$ cat src/rtl/pipe_elastic_stage.sv
// rtl/pipe_elastic_stage.sv - two-entry elastic pipeline stage (main + skid register)
// Optional downstream stall counter enabled by defining PIPE_STALL_CNT_EN.
module pipe_elastic_stage #(
  parameter int                 WIDTH     = 32,
  parameter logic [WIDTH-1:0]   NOP_VALUE = {WIDTH{1'b0}},
  parameter int                 CNT_WIDTH = 16
) (
  input  logic                 i_clk,
  input  logic                 i_rst_n,
  input  logic                 i_flush,
  input  logic                 i_valid,
  output logic                 o_ready,
  input  logic [WIDTH-1:0]     d,
  output logic                 o_valid,
  input  logic                 i_ready,
  output logic [WIDTH-1:0]     q
`ifdef PIPE_STALL_CNT_EN
  ,
  output logic [CNT_WIDTH-1:0] o_stall_cnt
`endif
);

  typedef enum logic [1:0] {
    S_EMPTY = 2'd0,
    S_ONE   = 2'd1,
    S_TWO   = 2'd2
  } state_t;

  generate
    if (WIDTH < 1 || WIDTH > 256 || CNT_WIDTH < 1) begin : g_bad_param
      $error("pipe_elastic_stage: WIDTH must be 1..256 and CNT_WIDTH >= 1");
    end
  endgenerate

  state_t           state_q, state_d;
  logic [WIDTH-1:0] main_q, main_d;
  logic [WIDTH-1:0] skid_q, skid_d;
  logic             valid_q, valid_d;
  logic             ready_q, ready_d;
  logic             up_xfer;
  logic             dn_xfer;

  assign up_xfer = i_valid & ready_q;
  assign dn_xfer = valid_q & i_ready;

  always_comb begin
    state_d = state_q;
    main_d  = main_q;
    skid_d  = skid_q;

    if (i_flush) begin
      state_d = S_EMPTY;
      main_d  = NOP_VALUE;
      skid_d  = '0;
    end else begin
      case (state_q)
        S_EMPTY: begin
          if (up_xfer) begin
            main_d  = d;
            state_d = S_ONE;
          end
        end
        S_ONE: begin
          if (up_xfer && dn_xfer) begin
            main_d = d;
          end else if (dn_xfer) begin
            main_d  = NOP_VALUE;
            state_d = S_EMPTY;
          end else if (up_xfer) begin
            skid_d  = d;
            state_d = S_TWO;
          end
        end
        S_TWO: begin
          // ready is low here, so only the downstream side can move
          if (i_ready) begin
            main_d  = skid_q;
            state_d = S_ONE;
          end
        end
        default: begin
          state_d = S_EMPTY;
          main_d  = NOP_VALUE;
          skid_d  = '0;
        end
      endcase
    end

    valid_d = (state_d != S_EMPTY);
    ready_d = (state_d != S_TWO);
  end

  always_ff @(posedge i_clk or negedge i_rst_n) begin
    if (!i_rst_n) begin
      state_q <= S_EMPTY;
      main_q  <= NOP_VALUE;
      skid_q  <= '0;
      valid_q <= 1'b0;
      ready_q <= 1'b1;
    end else begin
      state_q <= state_d;
      main_q  <= main_d;
      skid_q  <= skid_d;
      valid_q <= valid_d;
      ready_q <= ready_d;
    end
  end

  assign q       = main_q;
  assign o_valid = valid_q;
  assign o_ready = ready_q;

`ifdef PIPE_STALL_CNT_EN
  logic [CNT_WIDTH-1:0] stall_cnt_q;

  // Saturating count of cycles the consumer refused valid data; survives flush.
  always_ff @(posedge i_clk or negedge i_rst_n) begin
    if (!i_rst_n) begin
      stall_cnt_q <= '0;
    end else if (valid_q && !i_ready && (stall_cnt_q != {CNT_WIDTH{1'b1}})) begin
      stall_cnt_q <= stall_cnt_q + 1'b1;
    end
  end

  assign o_stall_cnt = stall_cnt_q;
`endif

endmodule

$ cat config.mk
export PLATFORM = sky130hd
export DESIGN_NAME = pipe_elastic_stage
export DESIGN_NICKNAME = d
export VERILOG_FILES = /design/src/rtl/pipe_elastic_stage.sv
export SDC_FILE = /design/constraint.sdc
export NUM_CORES = 1
export LEC_CHECK = 0
export CAP_MARGIN = 10
export CORE_MARGIN = 5
export CORE_UTILIZATION = 52
export CTS_CLUSTER_SIZE = 14
export DETAILED_ROUTE_END_ITERATION = 7
export MAX_ROUTING_LAYER = met4
export PLACE_DENSITY = 0.8
export SLEW_MARGIN = 30
export SYNTH_ARGS = -nofsm -noshare
export SYNTH_HDL_FRONTEND = slang
export SYNTH_SLANG_ARGS = --single-unit
$ cat constraint.sdc
create_clock -name i_clk -period 1.9 [get_ports i_clk]
set_input_delay 0.475 -clock i_clk [delete_from_list [all_inputs] [get_ports i_clk]]
set_output_delay 0.475 -clock i_clk [all_outputs]
set_load 0.01 [all_outputs]
==> results.py, run 1 <==
metrics = {
    "run_status": {
        "outcome": "finished, final reports clean",
    },
    "timing": {
        "rsz0062_at_grt": "false",
        "maxSlewViolCount": 0,
        "max_freq_ghz": 0.5489,
        "hold-worst-slack_ns": 0.1410,
        "skew_ns": 0.007694,
        "worstMarginPinSlew_ns": 0.3586,
        "fin_ws_ns": 0.07809,
        "fin_crit_sh": 0.9589,
        "maxSlewHeadroom": 0.7609,
        "setup_viol": 0,
        "hold_viol_final": 0,
        "final.min_clock_period_ns": 1.822,
    },
    "worst_setup_path": {
        "critPathMaxStageDelay_ns": 0.57,
        "arrival_ns": 1.35,
        "slowest_stage": "clkdlybuf4s50_1",
        "crit_required_ns": 1.42,
        "start_kind": "flip-flop",
        "cp_num_buf_inv": 1,
        "crit_type": "reg2out",
        "end_kind": "output port",
        "critical_path.cell_chain": "clkdlybuf4s50_1",
        "path_delay_family": "buffers and inverters",
        "critPathMaxFanout": 5,
    },
    "routing": {
        "first_pass_iters": 4,
        "vias": 2720,
        "drt_iter0_drc": 110,
        "drcViolationCount": 0,
        "routed_wl_mm": 8.375,
        "viasPerCell": 5.714,
        "wire_per_inst_um": 17.59,
        "antenna_left": 0,
    },
    "global_route": {
        "grt_pass1_vias": 2854,
        "grt_usage": 0.2127,
        "antenna_found_initial": 0,
        "gr-total-overflow": 0,
        "grt_start_max_net_pins": 69,
        "grt_first_pass_wirelength_mm": 14.08,
    },
    "clock_tree": {
        "clkSinkCount": 68,
        "cts_buffer_depth": 2,
        "path_clk_slew_ns": 0.07,
        "cts-root-buf": "clkbuf_8",
        "ctsHoldBuffers": 0,
        "cts_tree": "done",
        "clk_latency_ns": 0.34,
        "cts_buffers": 9,
        "htreeDepth": 3,
    },
    "finish": {
        "drive_gt1_frac": 0.1162,
        "finalNetCount": 429,
        "num_antenna_cells": 0,
        "synthToLayoutAreaGrowth_pct": 31.00,
    },
    "yosys": {
        "synth_area_um2": 3568,
        "synth.avg_cell_area_um2": 11.26,
        "ys_ff_latch": 68,
        "synth_seq_area_share": 0.4772,
        "synthArstFlopShare": 1.000,
        "yosys_warnings": 0,
        "synth_edf_count": 0,
        "synth_ff_type": "dfrtp_1",
        "postSynthCellCount": 317,
        "synth.net_count": 354,
        "synth.distinct_cells": 29,
    },
    "run": {
        "cap_violations": 0,
    },
    "pwr": {
        "power_density_nw_per_um2": 856.7,
        "ir_drop_uv": 607.7,
        "p_leak_nw": 1.887,
    },
    "worst_hold_path": {
        "min_path_type": "in2async",
    },
    "place": {
        "gp_congestion": 0.8201,
        "hpwlAfterDp_mm": 5.762,
        "place_ws_ns": -0.1634,
        "io_buffers": 70,
    },
    "floorplan": {
        "num_rows": 30,
        "start_util": 0.5311,
        "die-area_um2": 8619,
        "die_width_um": 92.84,
        "coreArea_um2": 6719,
        "die_h_um": 92.84,
        "ios": 71,
    },
}
## worst register-to-register path, cell delays in order, from the launching register on
cell and delay, ns:
dfstp_2 0.57, nand2_1 0.12, o21ai_1 0.17, and3b_1 0.29, buf_12 0.19, a22o_1 0.15
## kinds of logic after synthesis
family | share of synthesized area
muxes | 0.1795
AOI/OAI and AO/OA | 0.1757
buffers and inverters | 0.05224
DFF | 0.4772
and+or+nand+nor | 0.1129
xor gates and xnor gates | 0.002455
## per-stage QoR
| stage | cells | total power [mW] | cell area (um^2) | util | setup TNS, ns |
|---|---|---|---|---|---|
| floorplan | 317 | 2.206 | 3568 | - | 0 |
| global placement | 461 | 2.700 | 4461 | 0.6639 | -4.144 |
| detailed placement | 461 | 2.730 | 4461 | 0.6639 | -6.648 |
| CTS | 476 | 4.037 | 4674 | 0.6957 | 0 |
| global route | 476 | 4.190 | 4674 | 0.6957 | 0 |
| finish | 476 | 4.005 | 4674 | 0.6957 | 0 |
## area by class of cell
class	instances	area (um^2)
Sequential cell	68	1704
Tap cell	80	100.1
Timing Repair Buffer	94	962.2
Fill cell	505	2044
Multi-Input combinational cell	218	1689
Inverter	1	3.754
Clock buffer	11	141.4
Clock inverter	4	73.82
## synthesized netlist by cell type, types with 2 or more instances
cell type	n	area [um^2]
a21oi_1	3	15.01
a22o_1	32	280.3
buf_2	8	40.04
buf_4	6	45.04
buf_6	5	56.30
clkbuf_1	10	37.54
dfrtp_1	67	1677
mux2i_1	64	640.6
nand2_1	37	138.9
nand2b_1	32	200.2
nor2_1	4	15.01
o21ai_0	2	10.01
o2bb2ai_1	31	271.5
## what timing repair did
action                                  CTS  global route
endpoints found under the setup margin    1             0
buffers inserted                          0             0
gates resized for setup                   1             0
## flip-flops by register name (all words and copies together) (netlist names)
| signal | cells |
|---|---|
| q | 32 |
| skid_q | 32 |
| state_q | 2 |
| o_ready | 1 |
| o_valid | 1 |
## power breakdown
part	switching (mW)	total (mW)	internal, mW	leakage, nW
sequential	0.0881	1.66	1.57	0.920
clock	0.543	1.31	0.769	0.109
combinational	0.477	1.03	0.553	0.857
## final timing paths
path	cells after the start	start	endpoint	slack [ns]
max in group asynchronous	2	i_rst_n	o_ready	1.43
setup reg to reg	5	o_ready	q[31]	0.36
setup / recovery	1	o_valid	o_valid	0.08
min in group i_clk	1	q[25]	q[25]	0.51
hold reg to reg	1	q[25]	q[25]	0.51
hold / removal	2	i_rst_n	q[25]	0.14
## placed cells by master, fill, tap and decap left out, types with 2 or more instances in the layout
| cell type | n |
|---|---|
| o21ai_0 | 2 |
| a22o_1 | 32 |
| o2bb2ai_1 | 31 |
| buf_4 | 17 |
| bufinv_16 | 2 |
| clkdlybuf4s50_1 | 68 |
| nor2_1 | 3 |
| a21oi_1 | 3 |
| dfrtp_1 | 66 |
| clkbuf_8 | 10 |
| buf_12 | 7 |
| nand2_1 | 37 |
| nand2b_1 | 32 |
| mux2i_1 | 64 |
## routing by layer
metal  part of all wire  GRT usage  routed length [um]  up-vias
met2               0.50     0.3611                4180       80
met1               0.44     0.2554                3664     1339
met4             0.0081    0.05250                  68        0
met5                  0          -                   0        -
met3              0.055    0.05199                 462        5
li1                   -          -                   -     1296
No activity file was read; power rests on OpenSTA's default activity.
==> inputs of run 2 (changes only) <==
--- a/config.mk
+++ b/config.mk
@@ -8,7 +8,6 @@
 export CAP_MARGIN = 10
 export CORE_MARGIN = 5
 export CORE_UTILIZATION = 52
-export CTS_CLUSTER_SIZE = 14
 export DETAILED_ROUTE_END_ITERATION = 7
 export MAX_ROUTING_LAYER = met4
 export PLACE_DENSITY = 0.8
==> results of run 2 <==
No change in the layout: final DEF, timing and power equal those of run 1.
